**src/rtl/vend_arbiter_pkg.sv**
```systemverilog
// Shared definitions for the vending-engine arbiter: FSM state encoding,
// coin encodings, credit unit values and counter widths.
package vend_arbiter_pkg;

   // Credit mirror width; credit saturates at PRICE so it never wraps.
   localparam int CREDIT_W = 3;

   // Idle counter width; large enough for the maximum TIMEOUT of 255.
   localparam int IDLE_W = 8;

   // Coin encodings as presented on io_coin.
   localparam logic COIN_5C  = 1'b1;
   localparam logic COIN_10C = 1'b0;

   // Credit units contributed by each coin type (1 unit = 5c).
   localparam logic [CREDIT_W-1:0] UNIT_5C  = 3'd1;
   localparam logic [CREDIT_W-1:0] UNIT_10C = 3'd2;

   // Engine ownership / payment sequencing states.
   typedef enum logic [2:0] {
      ST_IDLE   = 3'd0,
      ST_FEED   = 3'd1,
      ST_STEP   = 3'd2,
      ST_CHECK  = 3'd3,
      ST_VEND   = 3'd4,
      ST_REFUND = 3'd5,
      ST_DONE   = 3'd6
   } state_t;

   // Credit units for a coin type.
   function automatic logic [CREDIT_W-1:0] coin_units(input logic coin);
      logic [CREDIT_W-1:0] units;
      units = UNIT_5C;
      case (coin)
         COIN_5C:  units = UNIT_5C;
         COIN_10C: units = UNIT_10C;
      endcase
      return units;
   endfunction

endpackage

```
**src/rtl/vend_arbiter_rr_arbiter.sv**
```systemverilog
// Round-robin request arbiter: grants the first set request at or after
// the pointer, wrapping around. Purely combinational, one-hot grant.
module rr_arbiter
   import vend_arbiter_pkg::*;
#(
   parameter  int NUM_PORTS = 4,
   localparam int PW        = $clog2(NUM_PORTS)
) (
   input  logic [NUM_PORTS-1:0] req,
   input  logic [PW-1:0]        ptr,
   output logic [NUM_PORTS-1:0] grant
);

   logic [PW-1:0] idx;
   logic          found;

   // Scan from the pointer position and keep only the first hit.
   always_comb begin
      // NOTE: every signal written here gets a default first, so no path
      // leaves a value held over from a previous evaluation (no latch).
      grant = '0;
      found = 1'b0;
      idx   = '0;
      for (int k = 0; k < NUM_PORTS; k++) begin
         idx = PW'((int'(ptr) + k) % NUM_PORTS);
         if (!found && req[idx]) begin
            grant[idx] = 1'b1;
            found      = 1'b1;
         end
      end
   end

endmodule

```
**src/rtl/vend_arbiter.sv**
```systemverilog
// Shares one vending engine among NUM_PORTS coin ports. Ownership is
// granted round-robin; the owner's coins are forwarded to the engine one
// at a time while a local credit mirror tracks payment. A full price
// produces a vend, an idle owner is refunded after TIMEOUT cycles.
module vend_arbiter
   import vend_arbiter_pkg::*;
#(
   parameter  int NUM_PORTS = 4,
   parameter  int TIMEOUT   = 255,
   parameter  int PRICE     = 4,
   localparam int PW        = $clog2(NUM_PORTS)
) (
   input  logic                 clk,
   input  logic                 reset,
   input  logic [NUM_PORTS-1:0] io_req,
   input  logic [NUM_PORTS-1:0] io_coin_valid,
   input  logic [NUM_PORTS-1:0] io_coin,
   output logic [NUM_PORTS-1:0] io_coin_ready,
   output logic                 io_vend_valid,
   input  logic                 io_vend_ready,
   output logic                 io_vend_change,
   output logic                 io_refund_valid,
   output logic [2:0]           io_refund_amt,
   output logic [PW-1:0]        io_port,
   output logic                 io_busy,
   output logic                 eng_step,
   output logic                 eng_coin,
   output logic                 eng_clear,
   input  logic                 eng_valid,
   output logic                 io_err
);

   localparam logic [CREDIT_W-1:0] PRICE_U   = CREDIT_W'(PRICE);
   localparam logic [IDLE_W-1:0]   IDLE_LAST = IDLE_W'(TIMEOUT - 1);
   localparam logic [PW-1:0]       LAST_PORT = PW'(NUM_PORTS - 1);

   state_t                  state;
   state_t                  next_state;
   logic [PW-1:0]           rr_ptr;
   logic [CREDIT_W-1:0]     credit;
   logic [IDLE_W-1:0]       idle_cnt;
   logic                    coin_lat;
   logic                    change_flag;
   logic                    err_flag;

   logic [NUM_PORTS-1:0]    grant;
   logic [PW-1:0]           grant_idx;
   logic                    coin_hs;
   logic [CREDIT_W:0]       credit_sum;
   logic                    credit_sat;
   logic                    overpay;
   logic                    credit_full;
   logic                    owner_req;

   rr_arbiter #(
      .NUM_PORTS(NUM_PORTS)
   ) u_rr_arbiter (
      .req   (io_req),
      .ptr   (rr_ptr),
      .grant (grant)
   );

   // Convert the one-hot grant into the owner index.
   always_comb begin
      grant_idx = '0;
      for (int k = 0; k < NUM_PORTS; k++) begin
         if (grant[k]) begin
            grant_idx = PW'(k);
         end
      end
   end

   // Only the owner is ever ready, so its valid alone forms the handshake.
   assign coin_hs     = (state == ST_FEED) && io_coin_valid[io_port];
   assign owner_req   = io_req[io_port];
   assign credit_sum  = {1'b0, credit} + {1'b0, coin_units(io_coin[io_port])};
   assign credit_sat  = (credit_sum >= {1'b0, PRICE_U});
   assign overpay     = (credit_sum >  {1'b0, PRICE_U});
   assign credit_full = (credit == PRICE_U);

   // State register.
   always_ff @(posedge clk or negedge reset) begin
      // NOTE: sequential state uses non-blocking assignments so every
      // register samples pre-edge values regardless of block ordering.
      if (!reset) begin
         state <= ST_IDLE;
      end else begin
         state <= next_state;
      end
   end

   // Next-state decision; a handshake wins over release and timeout.
   always_comb begin
      next_state = state;
      unique case (state)
         ST_IDLE: begin
            if (|grant) begin
               next_state = ST_FEED;
            end
         end
         ST_FEED: begin
            if (coin_hs) begin
               next_state = ST_STEP;
            end else if (!owner_req && (credit == '0)) begin
               next_state = ST_IDLE;
            end else if (idle_cnt == IDLE_LAST) begin
               next_state = ST_REFUND;
            end
         end
         ST_STEP: begin
            next_state = ST_CHECK;
         end
         ST_CHECK: begin
            next_state = credit_full ? ST_VEND : ST_FEED;
         end
         ST_VEND: begin
            if (io_vend_ready) begin
               next_state = ST_DONE;
            end
         end
         ST_REFUND: begin
            next_state = ST_DONE;
         end
         ST_DONE: begin
            next_state = ST_IDLE;
         end
         default: begin
            next_state = ST_IDLE;
         end
      endcase
   end

   // Outputs decoded from the current state and owner.
   always_comb begin
      io_coin_ready   = '0;
      io_vend_valid   = 1'b0;
      io_vend_change  = 1'b0;
      io_refund_valid = 1'b0;
      io_refund_amt   = '0;
      eng_step        = 1'b0;
      eng_coin        = 1'b0;
      eng_clear       = 1'b0;
      case (state)
         ST_FEED: begin
            io_coin_ready[io_port] = 1'b1;
         end
         ST_STEP: begin
            eng_step = 1'b1;
            eng_coin = coin_lat;
         end
         ST_VEND: begin
            io_vend_valid  = 1'b1;
            io_vend_change = change_flag;
            eng_step       = io_vend_ready;
         end
         ST_REFUND: begin
            io_refund_valid = 1'b1;
            io_refund_amt   = credit;
            eng_clear       = 1'b1;
         end
         default: ;
      endcase
   end

   assign io_busy = (state != ST_IDLE);
   assign io_err  = err_flag;

   // Ownership, credit mirror, change flag, error flag and rr pointer.
   always_ff @(posedge clk or negedge reset) begin
      if (!reset) begin
         io_port     <= '0;
         rr_ptr      <= '0;
         credit      <= '0;
         coin_lat    <= 1'b0;
         change_flag <= 1'b0;
         err_flag    <= 1'b0;
      end else begin
         case (state)
            ST_IDLE: begin
               if (|grant) begin
                  io_port     <= grant_idx;
                  credit      <= '0;
                  change_flag <= 1'b0;
               end
            end
            ST_FEED: begin
               if (coin_hs) begin
                  coin_lat <= io_coin[io_port];
                  credit   <= credit_sat ? PRICE_U : credit_sum[CREDIT_W-1:0];
                  if (overpay) begin
                     change_flag <= 1'b1;
                  end
               end
            end
            ST_CHECK: begin
               if (eng_valid != credit_full) begin
                  err_flag <= 1'b1;
               end
            end
            ST_VEND: begin
               if (io_vend_ready) begin
                  credit <= '0;
               end
            end
            ST_REFUND: begin
               credit <= '0;
            end
            ST_DONE: begin
               rr_ptr      <= (io_port == LAST_PORT) ? '0 : io_port + PW'(1);
               change_flag <= 1'b0;
            end
            default: ;
         endcase
      end
   end

   // Idle counter: counts FEED cycles without a handshake, cleared otherwise.
   always_ff @(posedge clk or negedge reset) begin
      if (!reset) begin
         idle_cnt <= '0;
      end else if ((state == ST_FEED) && !coin_hs) begin
         idle_cnt <= idle_cnt + IDLE_W'(1);
      end else begin
         idle_cnt <= '0;
      end
   end

endmodule

```
**config.mk**
```make
export PLATFORM = sky130hd
export DESIGN_NAME = vend_arbiter
export DESIGN_NICKNAME = d
export VERILOG_FILES = /design/src/rtl/vend_arbiter_pkg.sv /design/src/rtl/vend_arbiter_rr_arbiter.sv /design/src/rtl/vend_arbiter.sv
export SDC_FILE = /design/constraint.sdc
export NUM_CORES = 1
export LEC_CHECK = 0
export BUFFER_PORTS_ARGS = -buffer_cell sky130_fd_sc_hd__buf_2
export CAP_MARGIN = 10
export CORE_MARGIN = 3
export CORE_UTILIZATION = 47
export DETAILED_ROUTE_END_ITERATION = 8
export PLACE_DENSITY = 0.7
export REMOVE_ABC_BUFFERS = 1
export SLEW_MARGIN = 20
export SYNTH_ARGS = -nofsm -noshare
export SYNTH_HDL_FRONTEND = slang
export SYNTH_HIERARCHICAL = 1
export SYNTH_SLANG_ARGS = --single-unit
```
**constraint.sdc**
```tcl
create_clock -name clk -period 5.2 [get_ports clk]
set_clock_uncertainty 0.1 [all_clocks]
set_input_delay 0.26 -clock clk [delete_from_list [all_inputs] [get_ports clk]]
set_output_delay 0.26 -clock clk [all_outputs]
set_load 0.05 [all_outputs]
```
==> results.json, run 1 <==
{
  "grt_max_degree": 22,
  "area_growth_pct": 12.0,
  "tns_ps": 0,
  "cts_buffer_depth": 2,
  "yosysMostFrequentCell": "nor2_1",
  "dieWidth_um": 65.5,
  "worstMarginPinSlew_ps": 562,
  "overflow": 0,
  "grt_pass1_vias": 1429,
  "grt_use_total_pct": 19.1,
  "yosysSeqAreaShare_pct": 31.5,
  "initial_utilization_pct": 52.0,
  "worst_path_max_delay_cell": "dfrtp_1",
  "start_kind": "register",
  "synth_xor_area_share_pct": 3.68,
  "first_pass_iters": 4,
  "synth_edf_count": 0,
  "status": "completed",
  "cpMostUsedCell": "a21oi_1",
  "drc": 0,
  "io_pins": 33,
  "ant_nets": 0,
  "yosys_register_bits": 21,
  "crit-reg2reg-launch": "rr_ptr[0]",
  "post-dp-hpwl_um": 3020,
  "leakage_uw": 0.000890,
  "slew-limit-headroom_pct": 62.5,
  "layout-drive-gt1-share_pct": 23.6,
  "core-area_um2": 3200,
  "cts-hold-fix-buffers": 1,
  "portBuffers": 32,
  "min_from": "eng_valid",
  "maxSlewViolCount": 0,
  "cts_setup_buffers": 0,
  "cts_resized": 0,
  "num_vias": 1410,
  "synthCells": 173,
  "synth_compound_area_share_pct": 16.0,
  "worst_hold_path_type": "input pin to register",
  "synth-main-ff-cell": "dfrtp_1",
  "cts_inserted_buffers": 3,
  "syn_avg_cell_area_um2": 9.63,
  "async_flop_share_pct": 100,
  "clkTransAtPathRegs_ps": 120,
  "synthAdderAreaFrac_pct": 11.7,
  "crit_start": "rr_ptr[0]",
  "fillers": 310,
  "cts_tree": "done",
  "dieArea_um2": 4300,
  "rows": 20,
  "post-route-period-util_pct": 58.0,
  "synth_cell_types": 43,
  "vias_per_cell": 5.71,
  "drtIter0Drc": 76,
  "worstPathCellList": "inv_1 > ha_1 > mux4_2 > a21oi_1 > a21o_2 > o211ai_1 > nor4_1 > a21oi_1 > o21ai_0 > a32o_1",
  "clock_latency_ps": 300,
  "wl_per_cell_um": 15.2,
  "cts_max_level": 1,
  "cp_slowest_stage_delay_ps": 560,
  "reg2reg_slack_ps": 2190,
  "ir_worst_vdd_mv": 0.283,
  "grt_pass1_wl_um": 6440,
  "path_max_fanout": 9,
  "max_freq_mhz": 332,
  "yosys_warnings": 6,
  "min_period_ps": 3010,
  "cp_data_required_time_ps": 5340,
  "utilization_pct": 58.3,
  "synth_area_leader_cell": "dfrtp_1",
  "antenna_found_initial": 0,
  "cp-end-kind": "register",
  "diodes": 0,
  "gp_congestion": 0.840,
  "nets": 235,
  "yosysTopAreaCellShare_pct": 31.5,
  "yosys.area_share.simple_pct": 19.5,
  "arrival_ps": 3160,
  "pwr_density_cell_nw_per_um2": 582,
  "max_cap_violations": 0,
  "synthesis.area_um2": 1670,
  "cpLargestDelayFamily": "compound AO/OA/AOI/OAI gates",
  "clock-root-buffer": "clkbuf_4",
  "synth_commonest_cells": "22 x nor2_1, 21 x dfrtp_1, 15 x inv_1",
  "rsz0062_at_grt": "false",
  "critPathKind": "register to register",
  "die_y_um": 65.5,
  "drt_wl_total_um": 3750,
  "ys_top_cells_by_area": "dfrtp_1 32%, ha_1 11%, mux4_1 6.3%",
  "setup_viol": 0,
  "hold_violations": 0,
  "cts_sinks": 21,
  "muxShareOfSynthArea_pct": 11.0,
  "cp_num_buf_inv": 1,
  "synth_top_family_by_area": "simple AND/OR/NAND/NOR gates"
}
==> layout make-up <==
class	count	area [µm²]	share of cell area (%)
Clock inverter	1	5.00	0.268
Inverter	15	56.3	3.02
Clock buffer	3	22.5	1.21
Tap cell	44	55.1	2.95
Multi-Input combinational cell	130	1030	55.3
Sequential cell	21	526	28.2
Timing Repair Buffer	33	170	9.12
==> cell usage in the layout, fill, tap and decap left out, types with 2 or more instances in the layout <==
| cell | instances |
|---|---|
| buf_2 | 32 |
| nor2_1 | 22 |
| dfrtp_1 | 21 |
| inv_1 | 15 |
| ha_1 | 14 |
| nand2_1 | 12 |
| a21oi_1 | 10 |
| o21ai_0 | 6 |
| xor2_1 | 5 |
| and3_1 | 5 |
| nand3_1 | 5 |
| o211ai_1 | 5 |
| mux4_1 | 4 |
| and2_1 | 4 |
| a21o_2 | 4 |
| mux4_2 | 3 |
| or3_1 | 3 |
| a32o_1 | 3 |
| clkbuf_4 | 3 |
| xnor2_1 | 2 |
| nor4_1 | 2 |
==> state kept, by name (all words and copies together), names as in the netlist <==
signal,cells
coin_lat,1
credit,3
change_flag,1
io_err,1
rr_ptr,2
state,3
io_port,2
idle_cnt,8
==> through the flow <==
step                hold slack (ps)  power, µW  setup WS [ps]  std cells  cell area (µm²)
floorplan                      -136        836           2210        166             1610
global route                    258       1180           1810        247             1870
detailed placement              152       1000           2230        242             1830
CTS                             251       1090           2210        247             1870
global placement                144        975           2370        242             1830
finish                          255       1090           2190        247             1870
==> path summary, 6_finish.rpt <==
path,end,cells after the start
min reg2reg,coin_lat,2
max reg2reg,credit[0],10
max in group asynchronous,io_port[0],2
min,io_err,3
min in group asynchronous,idle_cnt[0],2
max,credit[0],10
==> metal layers <==
layer	routed length, µm	track usage, %	vias up
li1	-	-	685
met5	0	0	-
met1	1680	24.3	680
met2	1890	33.2	43
met3	153	2.39	2
met4	27	6.74	0
==> worst register-to-register path, delay by kind of cell (launching register included) <==
kind,cells,cell delay (ps)
AO/OA/AOI/OAI,6,970
flip-flops,1,560
AND/OR/NAND/NOR,1,460
multiplexers,1,390
adder cells (fa/ha/maj),1,340
buffers and inverters,1,140
==> logic make-up after synthesis <==
kind of cell               after synthesis
AOI/OAI and AO/OA                       37
muxes                                    8
buffers and inverters                   22
adders and majority gates               15
DFF                                     21
and+or+nand+nor                         63
xor gates and xnor gates                 7
==> power breakdown <==
group          switching [µW]  internal, µW
Combinational             435           267
Clock                    50.5          28.6
Sequential               95.3           209
Total                     581           505
Note: power is estimated with default switching activity, not from simulation.
==> run 2: changes to the inputs <==
==> constraint.sdc (replaced) <==
create_clock -name clk -period 3.1 [get_ports clk]
set_clock_uncertainty 0.1 [all_clocks]
set_input_delay 0.155 -clock clk [delete_from_list [all_inputs] [get_ports clk]]
set_output_delay 0.155 -clock clk [all_outputs]
set_load 0.05 [all_outputs]
==> run 2 against run 1 <==
Net effect: cell count is 0.81% higher; sequential share of layout area is 0.25 points lower; via count is 0.50% lower; core utilization is 0.66 points higher; non-clock buffer count is 2 higher; cell area is 1.1% higher; routed wire length is 2.6% lower; hold slack worse by 120 ps; sequential power is 57% higher; critical endpoint is now state[2]; total power is 70% higher; first-iteration DRC count is 30% higher; largest cell class unchanged; critical path depth stayed put.
==> results.json, run 2 (synthesized netlist as in run 1, its figures left out) <==
{
  "maxSlewViolCount": 0,
  "worst_hold_path_type": "input pin to register",
  "die_y_um": 65.5,
  "ant_nets": 0,
  "vias_per_cell": 5.63,
  "clock-root-buffer": "clkbuf_4",
  "rows": 20,
  "antenna_found_initial": 0,
  "start_kind": "register",
  "core-area_um2": 3200,
  "cp_slowest_stage_delay_ps": 470,
  "overflow": 0,
  "whs_ps": 135,
  "fillers": 291,
  "fin_ws_ps": 202,
  "regMostFlops": "idle_cnt",
  "cts_tree": "done",
  "min_to": "io_err",
  "grt_use_total_pct": 18.4,
  "leakage_uw": 0.000897,
  "rsz0062_at_grt": "false",
  "max_freq_mhz": 345,
  "clkTransAtPathRegs_ps": 130,
  "slew-limit-headroom_pct": 61.7,
  "dpl-instance-area_um2": 1840,
  "portBuffers": 32,
  "final_cell_mix": "32 x buf_2, 22 x nor2_1, 20 x dfrtp_1",
  "dieWidth_um": 65.5,
  "largest_reg_flops": 8,
  "cts_buffer_depth": 2,
  "largestRegisters": "idle_cnt (8), credit (3), state (3)",
  "area_growth_pct": 13.3,
  "worst_path_max_delay_cell": "dfrtp_2",
  "worstPathCellList": "inv_1 > ha_1 > mux4_2 > nor4b_4 > nand2_1 > o211ai_1 > or4_1 > nor2_1 > or3_1 > o221ai_2",
  "ir_worst_vdd_mv": 0.473,
  "r2r-end": "state[2]",
  "initial_utilization_pct": 52.0,
  "dieArea_um2": 4300,
  "cts_inserted_buffers": 3,
  "cpLargestDelayFamily": "simple AND/OR/NAND/NOR gates",
  "gp_congestion": 0.842,
  "cts_sinks": 21,
  "final_common_cell": "buf_2",
  "reg2reg_slack_ps": 200,
  "tns_ps": 0,
  "rr_worst_depth": 10,
  "post-route-period-util_pct": 93.5,
  "diodes": 0,
  "post-dp-hpwl_um": 2930,
  "grt_pass1_vias": 1399,
  "max_cap_violations": 0,
  "crit-reg2reg-launch": "rr_ptr[1]",
  "cp-end-kind": "register",
  "status": "completed",
  "grt_max_degree": 22,
  "nets": 237,
  "first_pass_iters": 4,
  "worstMarginPinSlew_ps": 575,
  "cts_max_level": 1,
  "pwr_density_cell_nw_per_um2": 981,
  "utilization_pct": 58.9,
  "setup_viol": 0,
  "wl_per_cell_um": 14.7,
  "hold_depth": 3,
  "layout-drive-gt1-share_pct": 24.9,
  "fin_area_um2": 1890,
  "cp_num_buf_inv": 1,
  "num_vias": 1403,
  "hold_violations": 0,
  "critPathKind": "register to register",
  "grt_pass1_wl_um": 6320,
  "clock_latency_ps": 300,
  "io_pins": 33,
  "min_period_ps": 2900,
  "pre_cts_ws_ps": 214,
  "path_max_fanout": 6,
  "drt_wl_total_um": 3650,
  "min_from": "eng_valid",
  "cp_data_required_time_ps": 3220,
  "arrival_ps": 3020,
  "drtIter0Drc": 99,
  "drc": 0
}
-- run 2: cell types whose count changed in the layout (fill, tap and decap cells not counted) --
cell,previous run,this run
buf_4,0,2
nor4_1,2,1
dfrtp_2,0,1
dfrtp_1,21,20
clkbuf_1,0,1
nor4_2,0,1
clkinv_2,1,0
-- run 2: power by group --
part	leakage [µW]	total (µW)	internal, µW	switching, µW
combinational	0.000611	1240	467	771
sequential	0.000271	479	353	126
clock	0.0000150	135	50.1	85.0
total	0.000897	1850	870	982
-- run 2: what timing repair did --
| item | in CTS | in global routing |
|---|---|---|
| setup buffers | 0 | 0 |
| setup endpoints to repair | 0 | 5 |
| gates resized for setup | 0 | 2 |
| endpoints found under the hold margin | 21 | 0 |
| hold buffers | 1 | 0 |
-- run 2: tightest hold or removal path, stage by stage --
cell and delay, ps:
buf_2 90, xnor2_1 110, a41o_1 170
-- run 2: final cells by class --
class	instances	area, µm²	share of cell area (%)
multi-input combinational	130	1040	55.0
sequential	21	527	27.9
timing repair buffer	35	185	9.81
inverter	15	56.3	2.98
tap	44	55.1	2.92
clock buffer	4	26.3	1.39
-- run 2: per-stage QoR --
step / std cells / total power [µW]
floorplan: 166 / 1400
global placement: 244 / 1660
detailed placement: 244 / 1700
CTS: 249 / 1840
global route: 249 / 2030
finish: 249 / 1850
-- run 2: worst max-delay path by stage --
stage / startpoint / endpoint / cells after the start
2_1_floorplan: state[0] / io_refund_amt[0] / 3
3_3_place_gp: rr_ptr[1] / state[2] / 10
3_5_place_dp: rr_ptr[1] / credit[0] / 10
4_1_cts: rr_ptr[1] / credit[0] / 10
5_1_grt: rr_ptr[1] / state[2] / 10
6_report: rr_ptr[1] / state[2] / 10
-- run 2: per-layer routing --
layer	wire (µm)	global-route usage (%)
met5	0	0
met4	43	5.18
met3	130	1.71
met2	1790	32.1
met1	1690	24.3
==> run 3: changes to the inputs <==
--- a/config.mk
+++ b/config.mk
@@ -10,8 +10,7 @@
 export CORE_MARGIN = 3
 export CORE_UTILIZATION = 47
 export DETAILED_ROUTE_END_ITERATION = 8
-export PLACE_DENSITY = 0.7
-export REMOVE_ABC_BUFFERS = 1
+export PLACE_DENSITY = 0.74
 export SLEW_MARGIN = 20
 export SYNTH_ARGS = -nofsm -noshare
 export SYNTH_HDL_FRONTEND = slang
==> run 3 against run 2 <==
Net effect: cell area barely moved; global-route usage rose by 0.42 points; sequential share of layout area barely moved; critical path depth did not move; setup slack improved by 28 ps; clock-buffer cell count fell by 1; non-clock buffer count did not move; cell count did not move; critical endpoint unchanged.
==> results.json, run 3 (synthesized netlist as in run 1, its figures left out) <==
{
  "path_max_fanout": 6,
  "io_pins": 33,
  "worst_path_max_delay_cell": "or4_1",
  "rows": 20,
  "leakage_uw": 0.000900,
  "worstPathCellList": "inv_1 > ha_1 > mux4_2 > a21oi_1 > a21o_2 > o211ai_1 > or4_1 > nor2_1 > or3_1 > o221ai_2",
  "post-route-period-util_pct": 92.6,
  "ir_worst_vdd_mv": 0.553,
  "critPathKind": "register to register",
  "grt_max_degree": 22,
  "largest_reg_flops": 8,
  "cts_max_level": 1,
  "setup_viol": 0,
  "cp-end-kind": "register",
  "diodes": 0,
  "overflow": 0,
  "grt_pass1_vias": 1363,
  "cp_slowest_stage_delay_ps": 600,
  "drc": 0,
  "max_cap_violations": 0,
  "ant_nets": 0,
  "cts_inserted_buffers": 3,
  "wl_per_cell_um": 14.9,
  "regMostFlops": "idle_cnt",
  "rsz0062_at_grt": "false",
  "dieWidth_um": 65.5,
  "worst_hold_path_type": "input pin to register",
  "grt_use_total_pct": 18.9,
  "portBuffers": 32,
  "grt_pass1_wl_um": 6380,
  "drtIter0Drc": 93,
  "cts_sinks": 21,
  "tns_ps": 0,
  "syn_nets": 204,
  "final_cell_mix": "32 x buf_2, 22 x nor2_1, 20 x dfrtp_1",
  "min_period_ps": 2870,
  "clock_latency_ps": 320,
  "drt_wl_total_um": 3700,
  "nets": 237,
  "die_y_um": 65.5,
  "hold_violations": 0,
  "num_vias": 1410,
  "cts_setup_buffers": 0,
  "area_growth_pct": 13.4,
  "largestRegisters": "idle_cnt (8), credit (3), state (3)",
  "clock-root-buffer": "clkbuf_4",
  "cts_buffer_depth": 2,
  "maxSlewViolCount": 0,
  "rr_worst_depth": 10,
  "start_kind": "register",
  "pwr_density_cell_nw_per_um2": 991,
  "slew-limit-headroom_pct": 62.3,
  "total_power_uw": 1870,
  "cp_data_required_time_ps": 3210,
  "antenna_found_initial": 0,
  "gp_congestion": 0.865,
  "status": "completed",
  "cts_tree": "done",
  "vias_per_cell": 5.66,
  "core-area_um2": 3200,
  "initial_utilization_pct": 52.0,
  "final_common_cell": "buf_2",
  "max_freq_mhz": 349,
  "clkTransAtPathRegs_ps": 140,
  "arrival_ps": 2980,
  "layout-drive-gt1-share_pct": 25.4,
  "worstMarginPinSlew_ps": 565,
  "post-dp-hpwl_um": 2890,
  "first_pass_iters": 7,
  "dieArea_um2": 4300,
  "hold_depth": 3
}
## run 3: changes by cell type in the layout (fill, tap and decap cells not counted)
cell,delta
clkbuf_1,-1
clkinv_2,+1
## run 3: where the power goes
| group | internal, µW | switching [µW] | leakage [µW] |
|---|---|---|---|
| Combinational | 469 | 783 | 0.000611 |
| Sequential | 353 | 129 | 0.000271 |
| Clock | 48.2 | 91.6 | 0.0000177 |
## run 3: timing repair
action | in CTS | in global routing
hold buffers | 1 | 0
endpoints found under the hold margin | 21 | 0
resized for setup | 0 | 2
endpoints found under the setup margin | 0 | 2
## run 3: layout make-up
cell class | count | area (µm²)
fill | 286 | 1310
clock inverter | 1 | 5.00
sequential | 21 | 527
timing repair buffer | 35 | 185
inverter | 15 | 56.3
multi-input combinational | 130 | 1040
tap | 44 | 55.1
clock buffer | 3 | 22.5
## run 3: final timing paths
| path | endpoint | startpoint | slack (ps) |
|---|---|---|---|
| worst min register to register | io_err | io_err | 380 |
| max in group asynchronous | rr_ptr[1] | reset | 2330 |
| worst max register to register | state[2] | rr_ptr[1] | 230 |
| worst max-delay path | state[2] | rr_ptr[1] | 230 |
| worst min-delay path | io_err | eng_valid | 110 |
| min in group asynchronous | idle_cnt[0] | reset | 200 |
## run 3: worst max-delay path, delay by kind of cell (launching register included)
family / cells / cell delay, ps
AOI/OAI and AO/OA: 4 / 590
adders and majority gates: 1 / 260
buffers and inverters: 1 / 130
DFF: 1 / 470
muxes: 1 / 390
and+or+nand+nor: 3 / 830
## run 3: layer usage
metal	share of wire (%)	global-route usage (%)	vias to the layer above	routed length [µm]
met3	4.3	2.91	2	159
li1	-	-	690	-
met1	47	25.8	677	1740
met4	0.81	4.40	0	30
met5	0	0	-	0
met2	48	31.4	41	1770
## run 3: metrics by stage
step	hold WS (ps)	util, %	area [µm²]	setup slack [ps]	std cells
6_report	110	59.0	1890	231	249
5_1_grt	109	59.0	1890	58.3	249
4_1_cts	116	58.8	1880	205	249
3_5_place_dp	42.1	57.6	1840	233	244
3_3_place_gp	34.1	57.6	1840	397	244
2_1_floorplan	-241	-	1670	310	173
